[src/rtl/evlog_pkg.sv]
// Shared defaults and record layout for the change event logger.
// The timestamp field is present only when EVLOG_TIMESTAMP_EN is defined.
package evlog_pkg;
  localparam int DW_DEF    = 8;
  localparam int DEPTH_DEF = 8;
  localparam int TSW_DEF   = 16;

  localparam logic [7:0] DROP_SAT = 8'hFF;

  // Record layout: {data, ts}; ts sits in the low bits when stored.
  localparam int REC_TS_LSB = 0;
endpackage

[src/rtl/evlog_fifo.sv]
// Synchronous show-ahead FIFO; dout shows the head and reads 0 while empty.
// A push into a full FIFO is accepted only when a pop happens in the same cycle.
module evlog_fifo #(
  parameter int W     = 8,
  parameter int DEPTH = 8
) (
  input  logic                     clk,
  input  logic                     rst,
  input  logic                     push,
  input  logic                     pop,
  input  logic [W-1:0]             din,
  output logic [W-1:0]             dout,
  output logic [$clog2(DEPTH):0]   count,
  output logic                     full,
  output logic                     empty
);
  localparam int AW = $clog2(DEPTH);

  logic [W-1:0]  r_mem [DEPTH];
  logic [AW-1:0] r_wr_ptr;
  logic [AW-1:0] r_rd_ptr;
  logic [AW:0]   r_count;
  logic          w_do_push;
  logic          w_do_pop;

  assign empty     = (r_count == '0);
  assign full      = (r_count == (AW+1)'(DEPTH));
  assign w_do_pop  = pop & ~empty;
  assign w_do_push = push & (~full | w_do_pop);

  always_ff @(posedge clk or posedge rst) begin
    if (rst) begin
      r_wr_ptr <= '0;
      r_rd_ptr <= '0;
      r_count  <= '0;
    end else begin
      if (w_do_push) r_wr_ptr <= r_wr_ptr + AW'(1);
      if (w_do_pop)  r_rd_ptr <= r_rd_ptr + AW'(1);
      if (w_do_push && !w_do_pop)      r_count <= r_count + (AW+1)'(1);
      else if (w_do_pop && !w_do_push) r_count <= r_count - (AW+1)'(1);
    end
  end

  // Storage is not reset; the empty mask on dout hides stale entries.
  always_ff @(posedge clk) begin
    if (w_do_push) r_mem[r_wr_ptr] <= din;
  end

  assign dout  = empty ? '0 : r_mem[r_rd_ptr];
  assign count = r_count;
endmodule

[src/rtl/change_event_logger.sv]
// Logs every clock-edge value change of sig_in as a {value, timestamp} record into a FIFO,
// with sticky overflow and saturating drop count. EVLOG_TIMESTAMP_EN enables the timestamp.
module change_event_logger
  import evlog_pkg::*;
#(
  parameter int DW    = DW_DEF,
  parameter int DEPTH = DEPTH_DEF,
  parameter int TSW   = TSW_DEF
) (
  input  logic                   clk,
  input  logic                   rst,
  input  logic                   en,
  input  logic [DW-1:0]          sig_in,
  output logic                   evt_valid,
  input  logic                   evt_ready,
  output logic [DW-1:0]          evt_data,
  output logic [TSW-1:0]         evt_ts,
  output logic [$clog2(DEPTH):0] count,
  output logic                   overflow,
  output logic [7:0]             drop_cnt,
  input  logic                   clr_ovf
);
`ifdef EVLOG_TIMESTAMP_EN
  localparam int RW   = DW + TSW;
  localparam int DLSB = TSW;
`else
  localparam int RW   = DW;
  localparam int DLSB = 0;
`endif

  logic [DW-1:0] r_prev;
  logic          r_primed;
  logic          r_ovf;
  logic [7:0]    r_drop;
  logic [RW-1:0] w_din;
  logic [RW-1:0] w_dout;
  logic          w_change;
  logic          w_push;
  logic          w_pop;
  logic          w_full;
  logic          w_empty;
  logic          w_drop;

  // Handshake: a record transfers on any edge where evt_valid & evt_ready; the head
  // holds steady while evt_valid & !evt_ready, and valid never depends on ready.
  assign w_change  = r_primed & (sig_in != r_prev);
  assign w_push    = w_change & en;
  assign evt_valid = ~w_empty;
  assign w_pop     = evt_valid & evt_ready;
  assign w_drop    = w_push & w_full & ~w_pop;

`ifdef EVLOG_TIMESTAMP_EN
  logic [TSW-1:0] r_ts;

  always_ff @(posedge clk or posedge rst) begin
    if (rst) r_ts <= '0;
    else     r_ts <= r_ts + TSW'(1);
  end

  assign w_din  = {sig_in, r_ts};
  assign evt_ts = w_dout[REC_TS_LSB +: TSW];
`else
  assign w_din  = sig_in;
  assign evt_ts = '0;
`endif

  assign evt_data = w_dout[DLSB +: DW];

  // prev tracks even while disabled so re-enabling never logs a stale difference.
  always_ff @(posedge clk or posedge rst) begin
    if (rst) begin
      r_prev   <= '0;
      r_primed <= 1'b0;
      r_ovf    <= 1'b0;
      r_drop   <= '0;
    end else begin
      r_prev   <= sig_in;
      r_primed <= 1'b1;
      if (w_drop) begin
        r_ovf <= 1'b1;
        if (clr_ovf)                r_drop <= 8'd1;
        else if (r_drop != DROP_SAT) r_drop <= r_drop + 8'd1;
      end else if (clr_ovf) begin
        r_ovf  <= 1'b0;
        r_drop <= '0;
      end
    end
  end

  assign overflow = r_ovf;
  assign drop_cnt = r_drop;

  evlog_fifo #(
    .W     (RW),
    .DEPTH (DEPTH)
  ) u_fifo (
    .clk   (clk),
    .rst   (rst),
    .push  (w_push),
    .pop   (w_pop),
    .din   (w_din),
    .dout  (w_dout),
    .count (count),
    .full  (w_full),
    .empty (w_empty)
  );
endmodule
[config.mk]
export PLATFORM = sky130hd
export DESIGN_NAME = change_event_logger
export DESIGN_NICKNAME = d
export VERILOG_FILES = /design/src/rtl/evlog_pkg.sv /design/src/rtl/evlog_fifo.sv /design/src/rtl/change_event_logger.sv
export SDC_FILE = /design/constraint.sdc
export NUM_CORES = 1
export LEC_CHECK = 0
export BUFFER_PORTS_ARGS = -buffer_cell sky130_fd_sc_hd__clkbuf_2
export CORE_MARGIN = 3
export CORE_UTILIZATION = 52
export DETAILED_ROUTE_END_ITERATION = 10
export PLACE_DENSITY_LB_ADDON = 0.25
export SYNTH_ARGS = -nofsm -noshare
export SYNTH_HDL_FRONTEND = slang
export SYNTH_HIERARCHICAL = 1
export SYNTH_SLANG_ARGS = --single-unit
[constraint.sdc]
create_clock -name clk -period 3.06 [get_ports clk]
set_input_delay 0.612 -clock clk [delete_from_list [all_inputs] [get_ports clk]]
set_output_delay 0.612 -clock clk [all_outputs]
set_load 0.01 [all_outputs]
Word level (Yosys, flattened, before mapping). Memory sizes are Yosys's and may differ from the RTL's. Cells that the tools add are included.

Memories kept: 1. Output and inout bits: 38. Register bits: 28. Logic and storage cells: 47. RAM bits: 64. Input bits: 13.

Memories: u_fifo.r_mem (depth 8, width 8, rd ports 1, clocked after memory_dff 0, write ports 1, line evlog_fifo.sv:19) `logic [W-1:0] r_mem [DEPTH];`.

Multiplexer cells: 11. Equality and inequality tests: 3. Add/sub/neg operators: 5. Bitwise logic cells: 11. Reductions and logical operators: 9.

Operator list (number): $mux W8 (5); $add A8 B1 Y8 const B (1); $mux W4 (2); $ne A8 B8 Y1 (1); $ne A8 B8 Y1 const B (1); $and A1 B1 Y1 (7); $add A3 B1 Y3 const B (2); $reduce_bool A2 Y1 (3); $add A4 B1 Y4 const B (1); $eq A4 B4 Y1 const B (1); $logic_not A4 Y1 (1); $mux W1 (4); $sub A4 B1 Y4 const B (1); $not A1 Y1 (3); $logic_and A1 B1 Y1 (2); $logic_not A1 Y1 (2); $reduce_and A2 Y1 (1); $or A1 B1 Y1 (1).

Logic depth before layout (Yosys ltp). Gate-level depths: netlist (run 1).

Word-level depth: 10. Depth in mapped cells: 12. Gate-level depth less buffers: 12.

By module. The synthesis (run 1) kept the hierarchy.

Modules (own cells, without submodules): evlog_fifo (seq. area each 2172.1 um^2, instances 1, area each 3060.4 um^2, cells each 158); change_event_logger (seq. area each 450.4 um^2, instances 1, area each 989.7 um^2, cells each 99).

Worst setup path after synthesis (run 1). No wires, ideal clock.

Path kind: register to register. From: register u_fifo.r_count[0] (netlist: u_fifo/count[0]). To: register u_fifo.r_count[3] (netlist: u_fifo/count[3]). Cell stages (with the launch flop): 12. Path buffers: 0. Slack: 0.079 ns. Data arrival time: 2.843 ns. Required time: 2.923 ns. Period minus slack after synthesis: 2.981 ns. Library setup time: 0.137 ns. Cell sequence: dfrtp_1 -> or4_4 -> inv_1 -> nor2b_4 -> o21ai_4 -> inv_1 -> ha_1 -> inv_1 -> ha_1 -> or4_1 -> nand3_1 -> o221ai_1.

Cells in the longest elaborated chain, start to end: 9. Elaborated cells on any way between the ends: 17. Those cells by class: 2 x add/sub; 1 x eq/ne; 2 x mux; 6 x bitwise; 6 x reduce/logical.

Ends and longest elaborated chain: start, declared (line evlog_fifo.sv:22) `logic [AW:0] r_count;`; start signal, assigned (line evlog_fifo.sv:39) `if (w_do_push && !w_do_pop) r_count <= r_count + (AW+1)'(1);`; start signal, assigned (line evlog_fifo.sv:40) `else if (w_do_pop && !w_do_push) r_count <= r_count - (AW+1)'(1);`; $logic_not A4 Y1 (*) (line evlog_fifo.sv:26) `assign empty = (r_count == '0);`; via w_empty (line change_event_logger.sv:41) `logic w_empty;`; $not A1 Y1 (*) (line change_event_logger.sv:48) `assign evt_valid = ~w_empty;`; $and A1 B1 Y1 (*) (line change_event_logger.sv:49) `assign w_pop = evt_valid & evt_ready;`; via w_pop (line change_event_logger.sv:39) `logic w_pop;`; $and A1 B1 Y1 (*) (line evlog_fifo.sv:28) `assign w_do_pop = pop & ~empty;`; $or A1 B1 Y1 (*) (line evlog_fifo.sv:29) `assign w_do_push = push & (~full | w_do_pop);`; $and A1 B1 Y1 (*) (line evlog_fifo.sv:29); via u_fifo.w_do_push (line evlog_fifo.sv:23) `logic w_do_push;`; $logic_not A1 Y1 (line evlog_fifo.sv:40); $logic_and A1 B1 Y1 (line evlog_fifo.sv:40); $reduce_bool A2 Y1 (no source line).

Mark *: on every way through the listed nets, which the timed path passes. The rest lies on a longest branch. The select of a mux whose other input is x is not followed. A chain may end at the register's enable or synchronous reset.

Worst setup path after layout (run 1).
From: register u_fifo.r_count[2] (netlist: u_fifo/count[2]). To: register u_fifo.r_count[3] (netlist: u_fifo/count[3]).

Cells in the longest elaborated chain, start to end: 9. Elaborated cells on any way between the ends: 17. Those cells by class: 2 x add/sub; 1 x eq/ne; 2 x mux; 6 x bitwise; 6 x reduce/logical.

Ends and longest elaborated chain (line): $logic_not A4 Y1 (*) (evlog_fifo.sv:26); via w_empty (change_event_logger.sv:41); $not A1 Y1 (*) (change_event_logger.sv:48); $and A1 B1 Y1 (*) (change_event_logger.sv:49); via w_pop (change_event_logger.sv:39); $and A1 B1 Y1 (*) (evlog_fifo.sv:28); $or A1 B1 Y1 (evlog_fifo.sv:29); $and A1 B1 Y1 (evlog_fifo.sv:29); $logic_not A1 Y1 (evlog_fifo.sv:40); $logic_and A1 B1 Y1 (evlog_fifo.sv:40); $reduce_bool A2 Y1 (no source line).

Marks and branches as above.

==> results.sh, run 1 <==
export IMPL_synth_cells=257
export IMPL_worstSetupEndpointType="flip-flop"
export IMPL_fin_cells=423
export IMPL_coreArea_um2=7410
export IMPL_vias=2275
export IMPL_clock_latency_ns=0.36
export IMPL_whs_ns=0.209
export IMPL_critPathLaunchType="flip-flop"
export IMPL_fin_tns_setup_ns=0
export IMPL_fin_skew_ns=0.00773
export IMPL_timing_final_crit_share=0.941
export IMPL_crit_required_ns=3.29
export IMPL_worstMarginPinSlew_ns=0.796
export IMPL_diodes=0
export IMPL_dp_slack_ns=-0.0611
export IMPL_leakage_nw=1.79
export IMPL_final_area_um2=4630
export IMPL_die_area_um2=8880
export IMPL_grt_overflow=0
export IMPL_cts_buffers=9
export IMPL_dr_wl_met2_um=3500
export IMPL_antenna_left=0
export IMPL_ys_types=48
export IMPL_p_clk_frac=0.225
export IMPL_cts_max_level=3
export IMPL_grt_pass1_wl_um=11900
export IMPL_clock_sinks=92
export IMPL_fill_cells=570
export IMPL_clock_fmax_ghz=0.347
export IMPL_ys_ff_latch=92
export IMPL_drcViolationCount=0
export IMPL_cap_violations=0
export IMPL_rows=31
export IMPL_dp_hpwl_um=5070
export IMPL_synth_area_um2=4050
export IMPL_final_seq_area_um2=2620
export IMPL_routed_wirelength_um=7210
export IMPL_p_sw_mw=1.16
export IMPL_cts_tree="done"
export IMPL_combPwrFrac=0.331
export IMPL_start_util=0.547
export IMPL_met3_length_um=458
export IMPL_firstDrtPassIters=4
export IMPL_die_w_um=94.3
export IMPL_synthArstFlopShare=0.304
export IMPL_drt_iter0_drc=126
export IMPL_via_per_inst=5.38
export IMPL_crit_type="flip-flop to flip-flop"
export IMPL_wl_per_cell_um=17.1
export IMPL_p_int_mw=2.49
export IMPL_seqPwrFrac=0.444
export IMPL_synth_edf_count=64
export IMPL_antenna_found_initial=0
export IMPL_finalPower_mw=3.65
export IMPL_max_slew_margin_rel=0.469
export IMPL_finalSetupViolCount=0
export IMPL_outcome="finished, final reports clean"
export IMPL_finalHoldViolations=0
export IMPL_yosysSeqAreaShare=0.648
export IMPL_grt_max_degree=19
export IMPL_synth_ff_type="edfxtp_1"
export IMPL_gp_congestion=0.800
export IMPL_grt_pass1_vias=2286
export IMPL_die_height_um=94.3
export IMPL_fin_util=0.625
export IMPL_cp_arrival_ns=3.11
export IMPL_multiInputGateArea_um2=1280
export IMPL_layout_min_cycle_time_ns=2.88
export IMPL_grt_usage=0.184
export IMPL_hp_class="primary input to asynchronous set/reset pin"
export IMPL_wl_met1_um=3180
export IMPL_p_per_area_nw_per_um2=788
export IMPL_syn_area_per_cell_um2=15.8
export IMPL_dpl_cell_count=407
export IMPL_switching_share=0.318
export IMPL_placed_cell_area_um2=4430
export IMPL_clockBufferDepth=2
export IMPL_ios=51
export IMPL_crit_fanout=6
export IMPL_final_nets=339
export IMPL_clk_pin_slew_ns=0.09
export IMPL_peakVddDrop_mv=0.323
export IMPL_ys_warn_count=6
export IMPL_io_buffers=34
export IMPL_rsz0062_at_grt="false"
export IMPL_setup_ws_ns=0.181
export IMPL_root_buffer="clkbuf_8"
export IMPL_slew_violations=0
export IMPL_area_growth_pct=14.3
export IMPL_layout_drive_gt1_share=0.330
export IMPL_top_layer_used="met4"
==> synthesized netlist by cell type, types with 2 or more instances <==
| library cell | count | area (um^2) |
|---|---|---|
| edfxtp_1 | 64 | 1920 |
| dfrtp_1 | 28 | 701 |
| buf_4 | 18 | 135 |
| mux4_2 | 16 | 360 |
| xnor2_1 | 14 | 123 |
| inv_1 | 11 | 41.3 |
| nand2_1 | 9 | 33.8 |
| nor2_1 | 9 | 33.8 |
| a22o_1 | 8 | 70.1 |
| ha_1 | 6 | 75.1 |
| nor3_1 | 6 | 30.0 |
| mux2_2 | 5 | 56.3 |
| nand3_1 | 5 | 25.0 |
| or4_1 | 4 | 30.0 |
| a21oi_1 | 3 | 15.0 |
| nand4_1 | 3 | 18.8 |
| nor2b_1 | 3 | 18.8 |
| nor4_1 | 3 | 18.8 |
| o21ai_0 | 3 | 15.0 |
| or3_1 | 3 | 18.8 |
| and3_1 | 2 | 12.5 |
| clkbuf_1 | 2 | 7.51 |
| conb_1 | 2 | 7.51 |
| mux2i_1 | 2 | 20.0 |
| nand2b_1 | 2 | 12.5 |
| nand3b_1 | 2 | 15.0 |
| o211ai_1 | 2 | 15.0 |
| o31ai_1 | 2 | 15.0 |
==> sequential cells by signal (all words and copies together), names as in the netlist <==
register / flops
u_fifo/r_wr_ptr: 3
u_fifo/r_mem: 64
r_prev: 8
overflow: 1
drop_cnt: 8
u_fifo/r_rd_ptr: 3
r_primed: 1
u_fifo/count: 4
==> power groups by stage <==
stage / logic, mW / registers [mW] / clock network [mW]
after global routing: 1.33 / 1.64 / 0.905
final: 1.21 / 1.62 / 0.821
after global placement: 1.20 / 1.65 / 0
after floorplan: 0.905 / 1.61 / 0
after CTS: 1.22 / 1.62 / 0.839
after detailed placement: 1.22 / 1.65 / 0
==> final cells by class <==
class,count,share of cell area
Timing Repair Buffer,59,0.0773
Multi-Input combinational cell,146,0.277
Sequential cell,92,0.566
Inverter,11,0.00892
Clock buffer,10,0.0276
Tap cell,99,0.0268
Clock inverter,6,0.0159
==> worst max-delay path, stage by stage (launching register included) <==
cell      delay [ns]
dfrtp_1         0.43
or4_4           0.53
inv_1           0.15
nor2b_4         0.09
nand2_1         0.14
ha_2            0.26
inv_2           0.07
ha_1            0.35
or4_1           0.52
nand3_1         0.10
o221ai_1        0.12
==> metal layers <==
| metal | GRT usage | vias up |
|---|---|---|
| met5 | 0 | - |
| met4 | 0.0650 | 0 |
| met3 | 0.0473 | 8 |
| met2 | 0.275 | 88 |
| met1 | 0.264 | 1114 |
| li1 | - | 1065 |
==> kinds of logic after synthesis <==
kind of cell,share of synthesized area
AO/OA/AOI/OAI,0.0457
XOR/XNOR,0.0303
adder cells (fa/ha/maj),0.0235
buffers and inverters,0.0504
flip-flops,0.648
multiplexers,0.112
other,0.00185
AND/OR/NAND/NOR,0.0893
==> placed cells by master, fill, tap and decap left out, drive strengths merged, types with 6 or more instances in the layout <==
cell	n
buf	25
inv	12
xnor2	14
clkbuf	44
edfxtp	64
nand2	10
mux2	6
conb	17
ha	6
nor2	10
dfrtp	28
mux4	16
a22o	8
nor3	6
==> worst paths after layout <==
path | start | endpoint | slack (ns) | cells past startpoint
worst max-delay path | u_fifo/count[2] | u_fifo/count[3] | 0.18 | 10
worst min-delay path | rst | u_fifo/count[2] | 0.21 | 2
worst max register to register | u_fifo/count[2] | u_fifo/count[3] | 0.18 | 10
worst min register to register | u_fifo/r_rd_ptr[2] | u_fifo/r_rd_ptr[2] | 0.51 | 1
max in group asynchronous | rst | r_prev[7] | 2.21 | 2
min in group clk | u_fifo/r_rd_ptr[2] | u_fifo/r_rd_ptr[2] | 0.51 | 1
==> repair_timing <==
action                     4_1_cts  5_1_grt
setup endpoints to repair        0        1
setup buffers                    0        0
hold buffers                     0        0
resized for setup                0        2
hold endpoints to repair         0        0
No activity file was read; power rests on OpenSTA's default activity.
==> run 2, diff against run 1 <==
- CORE_MARGIN: 3 -> 2
- RECOVER_POWER: default -> 50
==> results.sh, run 2 (same netlist as run 1, synthesis figures left out) <==
export IMPL_outcome="finished, final reports clean"
export IMPL_p_per_area_nw_per_um2=788
export IMPL_fin_skew_ns=0.00869
export IMPL_cts_tree="done"
export IMPL_grt_busiest_layer="met2"
export IMPL_ios=51
export IMPL_fin_tns_setup_ns=0
export IMPL_placed_cell_area_um2=4470
export IMPL_worstMarginPinSlew_ns=0.835
export IMPL_layout_min_cycle_time_ns=2.87
export IMPL_diodes=0
export IMPL_setup_ws_ns=0.192
export IMPL_worstSetupEndpointType="flip-flop"
export IMPL_top_register="u_fifo/r_mem"
export IMPL_whs_ns=0.226
export IMPL_antenna_left=0
export IMPL_firstDrtPassIters=4
export IMPL_cap_violations=0
export IMPL_rows=32
export IMPL_peakVddDrop_mv=0.314
export IMPL_crit_type="flip-flop to flip-flop"
export IMPL_final_area_um2=4620
export IMPL_finalHoldViolations=0
export IMPL_cts_resized=0
export IMPL_wl_per_cell_um=16.9
export IMPL_ctsHoldBuffers=0
export IMPL_hp_class="primary input to asynchronous set/reset pin"
export IMPL_gr_usage_met3=0.0386
export IMPL_crit_fanout=6
export IMPL_finalSetupViolCount=0
export IMPL_rsz0062_at_grt="false"
export IMPL_cts_buffers=9
export IMPL_grt_use_met2=0.311
export IMPL_drt_iter0_drc=86
export IMPL_root_buffer="clkbuf_8"
export IMPL_final_nets=343
export IMPL_critPathLaunchType="flip-flop"
export IMPL_grt_use_met1=0.235
export IMPL_slew_violations=0
export IMPL_layout_drive_gt1_share=0.280
export IMPL_die_height_um=92.3
export IMPL_grt_max_degree=19
export IMPL_max_slew_margin_rel=0.444
export IMPL_dp_slack_ns=0.0412
export IMPL_cp_arrival_ns=3.10
export IMPL_clock_sinks=92
export IMPL_grt_pass1_wl_um=11400
export IMPL_antenna_found_initial=0
export IMPL_die_w_um=92.3
export IMPL_start_util=0.530
export IMPL_coreArea_um2=7650
export IMPL_grt_overflow=0
export IMPL_via_per_inst=5.36
export IMPL_dp_hpwl_um=5190
export IMPL_vias=2303
export IMPL_area_growth_pct=14.1
export IMPL_clock_fmax_ghz=0.349
export IMPL_die_area_um2=8510
export IMPL_clock_latency_ns=0.35
export IMPL_layout_commonest_cell="edfxtp_1"
export IMPL_timing_final_crit_share=0.937
export IMPL_leakage_nw=1.75
export IMPL_routed_wirelength_um=7260
export IMPL_cts_max_level=3
export IMPL_layout_common_cells="edfxtp_1, dfrtp_1, clkbuf_2, buf_4, clkbuf_1"
export IMPL_clk_pin_slew_ns=0.09
export IMPL_post_cts_setup_buffers=0
export IMPL_drcViolationCount=0
export IMPL_io_buffers=34
export IMPL_crit_required_ns=3.29
export IMPL_clockBufferDepth=2
export IMPL_largest_register_ff_count=64
export IMPL_grt_usage=0.182
export IMPL_gp_congestion=0.815
export IMPL_grt_pass1_vias=2236
==> run 2: cell count changes in the layout (fill, tap and decap cells not counted), sizes merged <==
cell	previous run	this run
buf	25	21
clkbuf	44	52
==> run 2: metal layers <==
layer  share of wire  wire length [um]
met5               0                 0
met4          0.0081                59
met3           0.048               350
met2            0.53              3860
met1            0.41              3000
==> run 2: cell type report <==
type / count / area, um^2
Tap cell: 102 / 128
Clock buffer: 10 / 128
Clock inverter: 6 / 63.8
Sequential cell: 92 / 2620
Inverter: 11 / 41.3
Timing Repair Buffer: 63 / 358
Multi-Input combinational cell: 146 / 1280
Fill cell: 626 / 3030
==> run 2: metrics by stage <==
stage	utilization	power [mW]	instances
6_report	0.604	3.64	430
5_1_grt	0.604	3.84	430
2_1_floorplan	-	2.51	272
3_5_place_dp	0.585	2.91	414
3_3_place_gp	0.585	2.88	414
4_1_cts	0.610	3.69	430
==> run 2: power breakdown <==
group | internal, mW | total (mW) | switching, mW
combinational | 0.645 | 1.22 | 0.573
sequential | 1.48 | 1.64 | 0.158
clock | 0.378 | 0.784 | 0.406
total | 2.50 | 3.64 | 1.14
==> run 2: critical path, cell delays in order (launching register included) <==
cell and delay (ns):
dfrtp_1 0.43, or4_4 0.53, inv_2 0.11, nor2b_4 0.07, o21ai_4 0.15, inv_1 0.05, ha_1 0.24, inv_1 0.14
ha_1 0.30, or4_1 0.52, nand3_1 0.09, o221ai_1 0.11
==> run 2: worst paths after layout <==
kind	start	endpoint	slack, ns	cells after the start
max in group asynchronous	rst	r_prev[5]	2.21	2
min reg2reg	u_fifo/r_rd_ptr[2]	u_fifo/r_rd_ptr[2]	0.50	1
min in group clk	u_fifo/r_rd_ptr[2]	u_fifo/r_rd_ptr[2]	0.50	1
min	rst	u_fifo/count[2]	0.23	2
max reg2reg	u_fifo/count[2]	u_fifo/count[3]	0.19	11
max	u_fifo/count[2]	u_fifo/count[3]	0.19	11
==> run 3, diff against run 2 <==
- CORE_UTILIZATION: 52 -> 40
==> results.sh, run 3 (same netlist as run 1, synthesis figures left out) <==
export IMPL_rr_worst_depth=11
export IMPL_switching_share=0.321
export IMPL_grt_overflow=0
export IMPL_drcViolationCount=0
export IMPL_dpl_cell_count=436
export IMPL_clock_sinks=92
export IMPL_largest_register_ff_count=64
export IMPL_dp_hpwl_um=5140
export IMPL_routed_wirelength_um=7580
export IMPL_coreArea_um2=9820
export IMPL_layout_commonest_cell="edfxtp_1"
export IMPL_whs_ns=0.219
export IMPL_grt_pass1_wl_um=12500
export IMPL_r2r_setup_slack_ns=0.20
export IMPL_die_w_um=105
export IMPL_timing_final_crit_share=0.934
export IMPL_wl_per_cell_um=16.8
export IMPL_dp_slack_ns=0.104
export IMPL_final_nets=334
export IMPL_grt_pass1_vias=2346
export IMPL_gp_congestion=0.787
export IMPL_setup_ws_ns=0.201
export IMPL_outcome="finished, final reports clean"
export IMPL_layout_drive_gt1_share=0.273
export IMPL_layout_common_cells="edfxtp_1, dfrtp_1, clkbuf_2, buf_4, conb_1"
export IMPL_die_height_um=105
export IMPL_ctsHoldBuffers=0
export IMPL_fin_skew_ns=0.00921
export IMPL_clock_latency_ns=0.36
export IMPL_via_per_inst=5.05
export IMPL_combPwrFrac=0.327
export IMPL_firstDrtPassIters=4
export IMPL_finalSetupViolCount=0
export IMPL_finalHoldViolations=0
export IMPL_p_clk_frac=0.216
export IMPL_max_slew_margin_rel=0.459
export IMPL_worstSetupEndpointType="flip-flop"
export IMPL_die_area_um2=10900
export IMPL_fin_tns_setup_ns=0
export IMPL_cts_tree="done"
export IMPL_final_area_um2=4600
export IMPL_rows=36
export IMPL_grt_max_degree=19
export IMPL_io_buffers=34
export IMPL_r2r_end="u_fifo/count[3]"
export IMPL_top_register="u_fifo/r_mem"
export IMPL_crit_fanout=6
export IMPL_cap_violations=0
export IMPL_area_growth_pct=13.6
export IMPL_p_sw_mw=1.15
export IMPL_vias=2283
export IMPL_grt_usage=0.151
export IMPL_placed_cell_area_um2=4430
export IMPL_hp_class="primary input to asynchronous set/reset pin"
export IMPL_start_util=0.412
export IMPL_crit_required_ns=3.29
export IMPL_clk_pin_slew_ns=0.09
export IMPL_worstMarginPinSlew_ns=0.812
export IMPL_cts_buffers=9
export IMPL_finalPower_mw=3.60
export IMPL_leakage_nw=1.73
export IMPL_clockBufferDepth=2
export IMPL_slew_violations=0
export IMPL_cp_arrival_ns=3.09
export IMPL_rsz0062_at_grt="false"
export IMPL_root_buffer="clkbuf_8"
export IMPL_layout_min_cycle_time_ns=2.86
export IMPL_drt_iter0_drc=92
export IMPL_cts_max_level=3
export IMPL_seqPwrFrac=0.457
export IMPL_fin_util=0.469
export IMPL_p_per_area_nw_per_um2=781
export IMPL_r2r_start="u_fifo/count[0]"
export IMPL_clock_fmax_ghz=0.350
export IMPL_ios=51
export IMPL_diodes=0
export IMPL_cts_resized=0
export IMPL_antenna_left=0
export IMPL_p_int_mw=2.44
export IMPL_critPathLaunchType="flip-flop"
export IMPL_crit_type="flip-flop to flip-flop"
export IMPL_fin_cells=452
export IMPL_antenna_found_initial=0
export IMPL_peakVddDrop_mv=0.337
export IMPL_post_cts_setup_buffers=0
-- run 3: changes by cell type in the layout (fill, tap and decap cells not counted) --
| cell | before | now |
|---|---|---|
| buf_12 | 1 | 0 |
| buf_4 | 20 | 18 |
| bufinv_16 | 1 | 0 |
| clkbuf_1 | 19 | 14 |
| clkbuf_16 | 0 | 1 |
| clkbuf_2 | 24 | 23 |
| clkinv_2 | 2 | 1 |
| clkinv_4 | 0 | 1 |
| clkinvlp_4 | 2 | 0 |
| inv_1 | 10 | 11 |
| inv_2 | 1 | 0 |
| inv_6 | 1 | 3 |
-- run 3: how the worst max path moves through the flow --
stage | start | endpoint | cells past startpoint
floorplan | u_fifo/count[0] | u_fifo/count[3] | 11
global placement | sig_in[7] | u_fifo/count[3] | 13
detailed placement | sig_in[7] | u_fifo/count[3] | 13
CTS | u_fifo/count[0] | u_fifo/count[3] | 11
global route | u_fifo/count[0] | u_fifo/count[3] | 11
finish | u_fifo/count[0] | u_fifo/count[3] | 11
-- run 3: layer usage --
layer  vias to the layer above  track usage  share of wire
li1                       1055            -              -
met1                      1146        0.205           0.45
met2                        74        0.240           0.48
met3                         8       0.0462          0.059
met4                         0       0.0371          0.010
met5                         -            0              0
-- run 3: power groups by stage --
| stage | Sequential (mW) | Combinational, mW | Clock (mW) |
|---|---|---|---|
| final | 1.64 | 1.18 | 0.778 |
| after global routing | 1.67 | 1.30 | 0.855 |
| after CTS | 1.65 | 1.20 | 0.811 |
| after detailed placement | 1.67 | 1.20 | 0 |
| after global placement | 1.67 | 1.19 | 0 |
| after floorplan | 1.61 | 0.905 | 0 |
-- run 3: area by class of cell --
type | count | area [um^2]
inverter | 11 | 41.3
multi-input combinational | 146 | 1280
tap | 133 | 166
fill | 896 | 5220
timing repair buffer | 54 | 299
clock buffer | 11 | 153
clock inverter | 5 | 40.0
sequential | 92 | 2620
-- run 3: worst max-delay path, stage by stage (launching register included) --
cell and delay (ns):
dfrtp_1 0.47, or4_4 0.59, inv_1 0.15, nor2b_4 0.09, o21ai_4 0.15, inv_1 0.05, ha_1 0.20, inv_1 0.08
ha_1 0.23, or4_1 0.50, nand3_1 0.09, o221ai_1 0.11
